==> src/rtl/pwm_capture.sv <==
// PWM capture: measures high time and period of an async PWM input; PWM_CAPTURE_FILTER_EN adds a glitch filter.
// Latency: input rise to meas_valid is 4 clk (4+FILT_CYCLES with the filter).
// Backpressure: none; a free-running measurement with a one-cycle meas_valid pulse.
module pwm_capture #(
    parameter int CNT_W          = 32,
    parameter int TIMEOUT_CYCLES = 2_000_000,
    parameter int FILT_CYCLES    = 4
) (
    input  logic             clk,
    input  logic             rst_s_p,
    input  logic             pwm_in,
    output logic [CNT_W-1:0] high_count,
    output logic [CNT_W-1:0] period_count,
    output logic             meas_valid,
    output logic             timeout,
    output logic             stuck_level
);

    typedef enum logic [1:0] {IDLE, HIGH, LOW} state_t;

    localparam logic [CNT_W-1:0] TO_LIM  = CNT_W'(TIMEOUT_CYCLES);
    localparam logic [CNT_W-1:0] CNT_ONE = CNT_W'(1);
    localparam logic [CNT_W-1:0] CNT_MAX = '1;

    if ((TIMEOUT_CYCLES < 1) || (FILT_CYCLES < 1) ||
        ((CNT_W < 31) && (TIMEOUT_CYCLES >= (1 << CNT_W)))) begin : g_param_check
        $error("pwm_capture: illegal parameter set");
    end

    logic             sync_1, sync_2, lvl, lvl_q, lvl_qq;
    logic             rise_det, fall_det;
    state_t           state, state_n;
    logic [CNT_W-1:0] per_cnt, per_n, per_inc;
    logic [CNT_W-1:0] hi_cnt, hi_n, hi_inc;
    logic [CNT_W-1:0] hi_lat, hi_lat_n;
    logic [CNT_W-1:0] idle_cnt, idle_n;
    logic             meas_n, to_hit;
    logic             upd_vld;
    logic [CNT_W-1:0] upd_per, upd_hi;

    always_ff @(posedge clk) begin
        if (rst_s_p) begin
            sync_1 <= 1'b0;
            sync_2 <= 1'b0;
        end else begin
            sync_1 <= pwm_in;
            sync_2 <= sync_1;
        end
    end

`ifdef PWM_CAPTURE_FILTER_EN
    localparam int FW = $clog2(FILT_CYCLES + 1);

    logic [FW-1:0] filt_cnt;
    logic          filt_lvl;

    // Level flips only after FILT_CYCLES consecutive disagreeing samples, so both edges see the same delay.
    always_ff @(posedge clk) begin
        if (rst_s_p) begin
            filt_lvl <= 1'b0;
            filt_cnt <= '0;
        end else if (sync_2 != filt_lvl) begin
            if (filt_cnt == FW'(FILT_CYCLES - 1)) begin
                filt_lvl <= sync_2;
                filt_cnt <= '0;
            end else begin
                filt_cnt <= filt_cnt + FW'(1);
            end
        end else begin
            filt_cnt <= '0;
        end
    end

    assign lvl = filt_lvl;
`else
    assign lvl = sync_2;
`endif

    always_ff @(posedge clk) begin
        if (rst_s_p) begin
            lvl_q  <= 1'b0;
            lvl_qq <= 1'b0;
        end else begin
            lvl_q  <= lvl;
            lvl_qq <= lvl_q;
        end
    end

    assign rise_det = lvl_q & ~lvl_qq;
    assign fall_det = ~lvl_q & lvl_qq;
    assign per_inc  = (per_cnt == CNT_MAX) ? per_cnt : per_cnt + CNT_ONE;
    assign hi_inc   = (hi_cnt == CNT_MAX) ? hi_cnt : hi_cnt + CNT_ONE;

    always_comb begin
        state_n  = state;
        per_n    = per_cnt;
        hi_n     = hi_cnt;
        hi_lat_n = hi_lat;
        idle_n   = idle_cnt;
        meas_n   = 1'b0;
        to_hit   = 1'b0;
        case (state)
            IDLE: begin
                per_n = '0;
                hi_n  = '0;
                if (rise_det) begin
                    state_n = HIGH;
                    per_n   = CNT_ONE;
                    hi_n    = CNT_ONE;
                    idle_n  = '0;
                end else if (fall_det) begin
                    idle_n = '0;
                end else if (idle_cnt != TO_LIM) begin
                    idle_n = idle_cnt + CNT_ONE;
                    to_hit = (idle_n == TO_LIM);
                end
            end
            HIGH: begin
                if (per_cnt == TO_LIM) begin
                    to_hit  = 1'b1;
                    state_n = IDLE;
                    per_n   = '0;
                    hi_n    = '0;
                    idle_n  = '0;
                end else begin
                    per_n = per_inc;
                    hi_n  = hi_inc;
                    if (fall_det) begin
                        state_n  = LOW;
                        hi_lat_n = hi_cnt;
                    end
                end
            end
            LOW: begin
                // A rise on the timeout cycle still closes the period.
                if (rise_det) begin
                    meas_n  = 1'b1;
                    state_n = HIGH;
                    per_n   = CNT_ONE;
                    hi_n    = CNT_ONE;
                end else if (per_cnt == TO_LIM) begin
                    to_hit  = 1'b1;
                    state_n = IDLE;
                    per_n   = '0;
                    hi_n    = '0;
                    idle_n  = '0;
                end else begin
                    per_n = per_inc;
                end
            end
            default: begin
                state_n = IDLE;
                per_n   = '0;
                hi_n    = '0;
                idle_n  = '0;
            end
        endcase
    end

    always_ff @(posedge clk) begin
        if (rst_s_p) begin
            state    <= IDLE;
            per_cnt  <= '0;
            hi_cnt   <= '0;
            hi_lat   <= '0;
            idle_cnt <= '0;
            upd_vld  <= 1'b0;
            upd_per  <= '0;
            upd_hi   <= '0;
        end else begin
            state    <= state_n;
            per_cnt  <= per_n;
            hi_cnt   <= hi_n;
            hi_lat   <= hi_lat_n;
            idle_cnt <= idle_n;
            upd_vld  <= meas_n;
            if (meas_n) begin
                upd_per <= per_cnt;
                upd_hi  <= hi_lat;
            end
        end
    end

    always_ff @(posedge clk) begin
        if (rst_s_p) begin
            high_count   <= '0;
            period_count <= '0;
            meas_valid   <= 1'b0;
            timeout      <= 1'b0;
            stuck_level  <= 1'b0;
        end else begin
            meas_valid <= upd_vld;
            if (upd_vld) begin
                high_count   <= upd_hi;
                period_count <= upd_per;
                timeout      <= 1'b0;
            end
            if (to_hit) begin
                timeout     <= 1'b1;
                stuck_level <= lvl_q;
            end
        end
    end

endmodule

==> config.mk <==
export PLATFORM = sky130hd
export DESIGN_NAME = pwm_capture
export DESIGN_NICKNAME = d
export VERILOG_FILES = /design/src/rtl/pwm_capture.sv
export SDC_FILE = /design/constraint.sdc
export NUM_CORES = 1
export LEC_CHECK = 0
export BUFFER_PORTS_ARGS = -buffer_cell sky130_fd_sc_hd__buf_2
export CELL_PAD_IN_SITES_DETAIL_PLACEMENT = 1
export CELL_PAD_IN_SITES_GLOBAL_PLACEMENT = 2
export CORE_AREA = 2 2 179 181
export DETAILED_ROUTE_END_ITERATION = 6
export DIE_AREA = 0 0 181 183
export PLACE_DENSITY_LB_ADDON = 0.05
export SKIP_LAST_GASP = 1
export SLEW_MARGIN = 20
export SYNTH_ARGS = -nofsm -noshare
export SYNTH_HDL_FRONTEND = slang
export SYNTH_SLANG_ARGS = --single-unit
==> constraint.sdc <==
create_clock -name clk -period 3.4 [get_ports clk]
set_input_delay 0.68 -clock clk [delete_from_list [all_inputs] [get_ports clk]]
set_output_delay 0.68 -clock clk [all_outputs]
set_load 0.01 [all_outputs]
; ---- After elaboration in Yosys (flattened, before gate mapping)
; Cells that the tools add are included.
[classes]
n_reduce_logical = 6
n_bitwise = 5
eq_ne = 13
n_mux = 32
add_sub_neg = 3
[op_table]
columns = operator, n
row1 = $mux W32, 12
row2 = $pmux W32 S3, 3
row3 = $add A32 B1 Y32 const B, 3
row4 = $eq A32 B21 Y1 const B, 2
row5 = $eq A32 B32 Y1 const B, 2
row6 = $ne A32 B21 Y1 const B, 1
row7 = $mux W1, 10
row8 = $mux W2, 5
row9 = $ne A3 B3 Y1 const B, 3
row10 = $pmux W2 S3, 1
row11 = $reduce_and A3 Y1, 2
row12 = $ne A2 B2 Y1 const B, 2
row13 = $ne A4 B4 Y1 const B, 1
row14 = $reduce_and A2 Y1, 2
row15 = $not A1 Y1, 3
row16 = $pmux W1 S3, 1
row17 = $and A1 B1 Y1, 2
row18 = $eq A2 B1 Y1 const B, 1
row19 = $eq A2 B2 Y1 const B, 1
row20 = $logic_not A2 Y1, 1
row21 = $reduce_bool A2 Y1, 1
[totals]
reg_bits = 266
elab_cells = 76
inputBits = 3

; ---- Logic depth before layout (Yosys ltp)
[logic_depth]
depth_word = 7
depth_mapped = 14
mapped_depth_nobuf = 10

; ---- Least setup slack after synthesis
; OpenSTA, ideal clock, no wires.
[synth_path]
path_kind = reg2reg
from = register idle_cnt[0]
to = register stuck_level
t_arrival_ns = 2.820
n_path_buf = 1
path_stages_with_launch = 11
path_slack_ns = 0.448
cell_sequence = dfxtp_1 ha_1 and4_1 buf_2 nand3_1 nor4_1 nand3_1 a211o_1 a2111oi_0 or3b_2 a21oi_1
[synth_between]
elab_chain_len = 6
[synth_lines]
columns = element, line_no
row1 = from (decl), 36  ; logic [CNT_W-1:0] idle_cnt, idle_n;
row2 = from (signal assigned), 175  ; idle_cnt <= idle_n;
row3 = $add A32 B1 Y32, 114  ; idle_n = idle_cnt + CNT_ONE;
row4 = $eq A32 B21 Y1, 115  ; to_hit = (idle_n == TO_LIM);
row5 = $mux W1 (*), 113  ; end else if (idle_cnt != TO_LIM) begin
row6 = $mux W1 (*), 111  ; end else if (fall_det) begin
row7 = $mux W1 (*), 106  ; if (rise_det) begin
row8 = $pmux W1 S3 (*), 102  ; case (state)
row9 = to (signal assigned), 200  ; stuck_level <= lvl_q;
row10 = to (decl), 16  ; output logic stuck_level
; Every way passes the cells marked *; elsewhere a longest branch is shown, timed or not.
; A chain may end at the register's enable or synchronous reset.

; ---- Worst setup path in the final report
[layout_path]
from = register per_cnt[0]
to = register idle_cnt[22]
[layout_between]
elab_chain_len = 4
[layout_lines]
columns = element, line_no
row1 = from (decl), 33  ; logic [CNT_W-1:0] per_cnt, per_n, per_inc;
row2 = from (signal assigned), 172  ; per_cnt <= per_n;
row3 = $eq A32 B21 Y1 (*), "119, 141"
row4 = $mux W32 (*), n/a
row5 = $mux W32, n/a
row6 = $pmux W32 S3 (*), n/a
; Every way passes the cells marked *; elsewhere a longest branch is shown, timed or not. The select of a mux whose other input is x is not followed.

==> results.cfg <==
[placed_design]
place_congestion = 0.781
io_buffer_count = 69
hpwl_mm = 19.9
preCtsSetupSlack_ns = 0.236

[setup_path]
cp-end-kind = register
startpoint = per_cnt[0]
cpMostUsedCell = or4_1
critPathKind = reg -> reg
crit_fanout = 18
cp_data_required_time_ns = 3.88
crit_arrival_ns = 3.63
r2r-start = per_cnt[0]
worstPathCellList = inv_1, ha_1, nor4b_2, nand4_1, or4_1, a211o_1, or2_1, or4_1, a21oi_1
rrSetupSlack_ns = 0.25
cpLargestDelayFamily = simple AND/OR/NAND/NOR gates
critPathMaxStageDelay_ns = 0.59
crit_slowest_cell = or4_1
path_buf_inv = 1
worst_setup_path_start_kind = register

[routing]
wl_per_cell_um = 16.4
ant_nets = 0
routed_wl_mm = 30.3
viasPerCell = 5.16
drt_first_pass_iters = 4
drc_errors = 0
vias = 9540
dr.first_iter.drc_count = 392

[timing]
rsz0062_at_grt = no
finalSetupViolCount = 0
fin_setup_tns_ns = 0
relSlewSlack_pct = 35.6
period_share_pct = 92.5
fin_crit_ns = 3.15
drv_slew = 0
skew_ns = 0.0209
fmax_mhz = 318
fin_ws_ns = 0.254
hold_viol_final = 0
tightest_slew_ns = 0.962

[cts]
worstSkewPairLatency_ns = 0.56
cts_resized = 0
cts_sinks = 266
cts_tree = yes
clk_path_buf_depth = 3
clk_pin_slew_ns = 0.06
cts_max_level = 1
cts_post_setup_buffers_inserted = 0
cts_buffers = 30
cts_hold_buf = 0
root_buffer = clkbuf_16

[power]
clockPowerShare_pct = 45.9
combinationalPowerShare_pct = 9.4
power_density_mw_per_mm2 = 543
power_frac_seq_pct = 44.7
p_leak_nw = 4.47
internal_power_mw = 5.28
ir_drop_mv = 0.372
p_sw_share_pct = 26.1
p_sw_mw = 1.87

[floorplanning]
ios = 70
die_y_um = 183
dieArea_mm2 = 0.0331
design.core.area_mm2 = 0.0312
die_x_um = 181
rows = 65
start_util_pct = 36.3

[min_path]
hp-class = in -> reg
hold_path.startpoint = pwm_in

[synth]
synthArstFlopShare_pct = 0
syn_area_per_cell_um2 = 8.27
ys_seq_area_share_pct = 47.0
synth_fp_nets = 1386
ys_types = 56
synth-edff-count = 0
syn_area_mm2 = 0.0113
synthTopCellsByArea = dfxtp_1, nand2_1, a21oi_1, mux2i_1, nor2_1
yosysTopAreaCell = dfxtp_1
ys.flop_type = dfxtp_1
syn_inst = 1371
synth_top_area_share_pct = 47.0
yosys_register_bits = 266
yosysWarningCount = 0

[global_routing]
grt_pass1_wl_mm = 51.2
antenna_found_initial = 0
overflow = 0
grt_pass1_vias = 9828
grt_start_max_net_pins = 86
track_usage_pct = 18.4

[job]
maxCapViolations = 0

[final_layout]
nNetsFinal = 1440
diodes = 0
area_growth_pct = 16.2
drive_gt1_share_pct = 11.5

[run_status]
status = completed
[cell usage after synthesis, types with 3 or more instances]
cell type  instances
buf_2              4
buf_1              3
clkbuf_1          73
nor2b_1           15
a211o_1            3
or3_1             25
nand3b_1           4
o21ai_0           45
xnor2_1           32
nand2b_1           3
nor3_1            27
and3_1            21
and2_1             8
xor2_1            37
nand4b_1           5
ha_1              12
buf_6              4
a21oi_1          147
nor4_1            15
dfxtp_1          266
nand3_1           38
and4_1            12
nand4_1           36
mux2i_1           65
nor2_1           166
nand2_1          240
a31oi_1            9
inv_1             16
a2111oi_0          3
or4_1              4
nor4b_1            3
[power groups by stage]
stage	clock, mW	sequential (mW)	combinational [mW]
floorplan	0	3.25	0.470
global route	3.51	3.20	0.758
global placement	0	3.26	0.678
CTS	3.40	3.19	0.681
finish	3.28	3.19	0.671
detailed placement	0	3.26	0.678
[cells by family (layout without fill, tap and decap cells)]
family                   count (synthesis)  after routing  synth area share (%)
AND/OR/NAND/NOR                        636            636                  26.4
flip-flops                             266            266                  47.0
AO/OA/AOI/OAI                          222            222                  10.6
buffers and inverters                  101            178                  3.66
XOR/XNOR                                69             69                  5.33
multiplexers                            65             65                  5.74
adder cells (fa/ha/maj)                 12             12                  1.32
[cells in the final DEF (no fill, tap or decap), drive strengths merged, types with 2 or more instances in the layout]
master   synthesis  layout
nand2          240     240
inv             16      16
and2             8       8
mux2i           65      65
nand3b           4       4
dfxtp          266     266
xor2            37      37
or2              2       2
nor4b            4       4
or4              4       4
nand4b           5       5
and3            21      21
a211o            3       3
o21ai           46      46
nor2b           15      15
clkbuf          74      42
clkinv           0       9
nand3           38      38
or3             25      25
nor4            17      17
ha              12      12
or4b             2       2
a31oi            9       9
buf             11     107
nor2           166     166
nor3            27      27
nand2b           3       3
a211oi           2       2
a2111oi          4       4
a21oi          147     147
xnor2           32      32
nand4           36      36
bufinv           0       3
and4            12      12
or3b             2       2
o21a             2       2
[flip-flops by register name (all words and copies together) (netlist names)]
| name | cells |
|---|---|
| high_count | 32 |
| lvl_q | 1 |
| period_count | 32 |
| per_cnt | 32 |
| upd_hi | 32 |
| hi_cnt | 32 |
| stuck_level | 1 |
| upd_per | 32 |
| upd_vld | 1 |
| state | 2 |
| lvl | 1 |
| lvl_qq | 1 |
| meas_valid | 1 |
| hi_lat | 32 |
| idle_cnt | 32 |
| sync_1 | 1 |
| timeout | 1 |
[through the flow]
stage               total power, mW  hold WS [ns]  area, um2  util (%)  instances
finish                         7.15         0.335      13200      42.2       1850
global route                   7.46         0.357      13200      42.2       1850
CTS                            7.27         0.309      13200      42.2       1850
detailed placement             3.94         0.429      12200      39.0       1795
global placement               3.94         0.440      12200      39.0       1795
floorplan                      3.72         0.414      11300         -       1371
[routing by layer]
| metal | vias to the layer above | GRT usage (%) | wire length (um) |
|---|---|---|---|
| met3 | 37 | 2.34 | 751 |
| met4 | 0 | 4.03 | 534 |
| met2 | 97 | 31.1 | 13800 |
| li1 | 4807 | - | - |
| met1 | 4599 | 25.3 | 15200 |
| met5 | - | 0 | 0 |
[worst reg2reg max path: stages, from the launching register on]
cell,delay [ns]
dfxtp_1,0.36
inv_1,0.10
ha_1,0.14
nor4b_2,0.18
nand4_1,0.13
or4_1,0.59
a211o_1,0.34
or2_1,0.50
or4_1,0.60
a21oi_1,0.14
[area by class of cell]
| type | count | area (um2) |
|---|---|---|
| clock buffer | 42 | 846 |
| clock inverter | 13 | 154 |
| fill | 3722 | 18100 |
| inverter | 16 | 60.1 |
| multi-input combinational | 1004 | 5610 |
| sequential | 266 | 5330 |
| tap | 402 | 503 |
| timing repair buffer | 107 | 674 |
[worst paths after layout]
check	cells after the start	endpoint
min reg2reg	2	upd_hi[19]
max reg2reg	9	idle_cnt[22]
min	2	sync_1
max	9	idle_cnt[22]
Note: power is estimated with default switching activity, not from simulation.
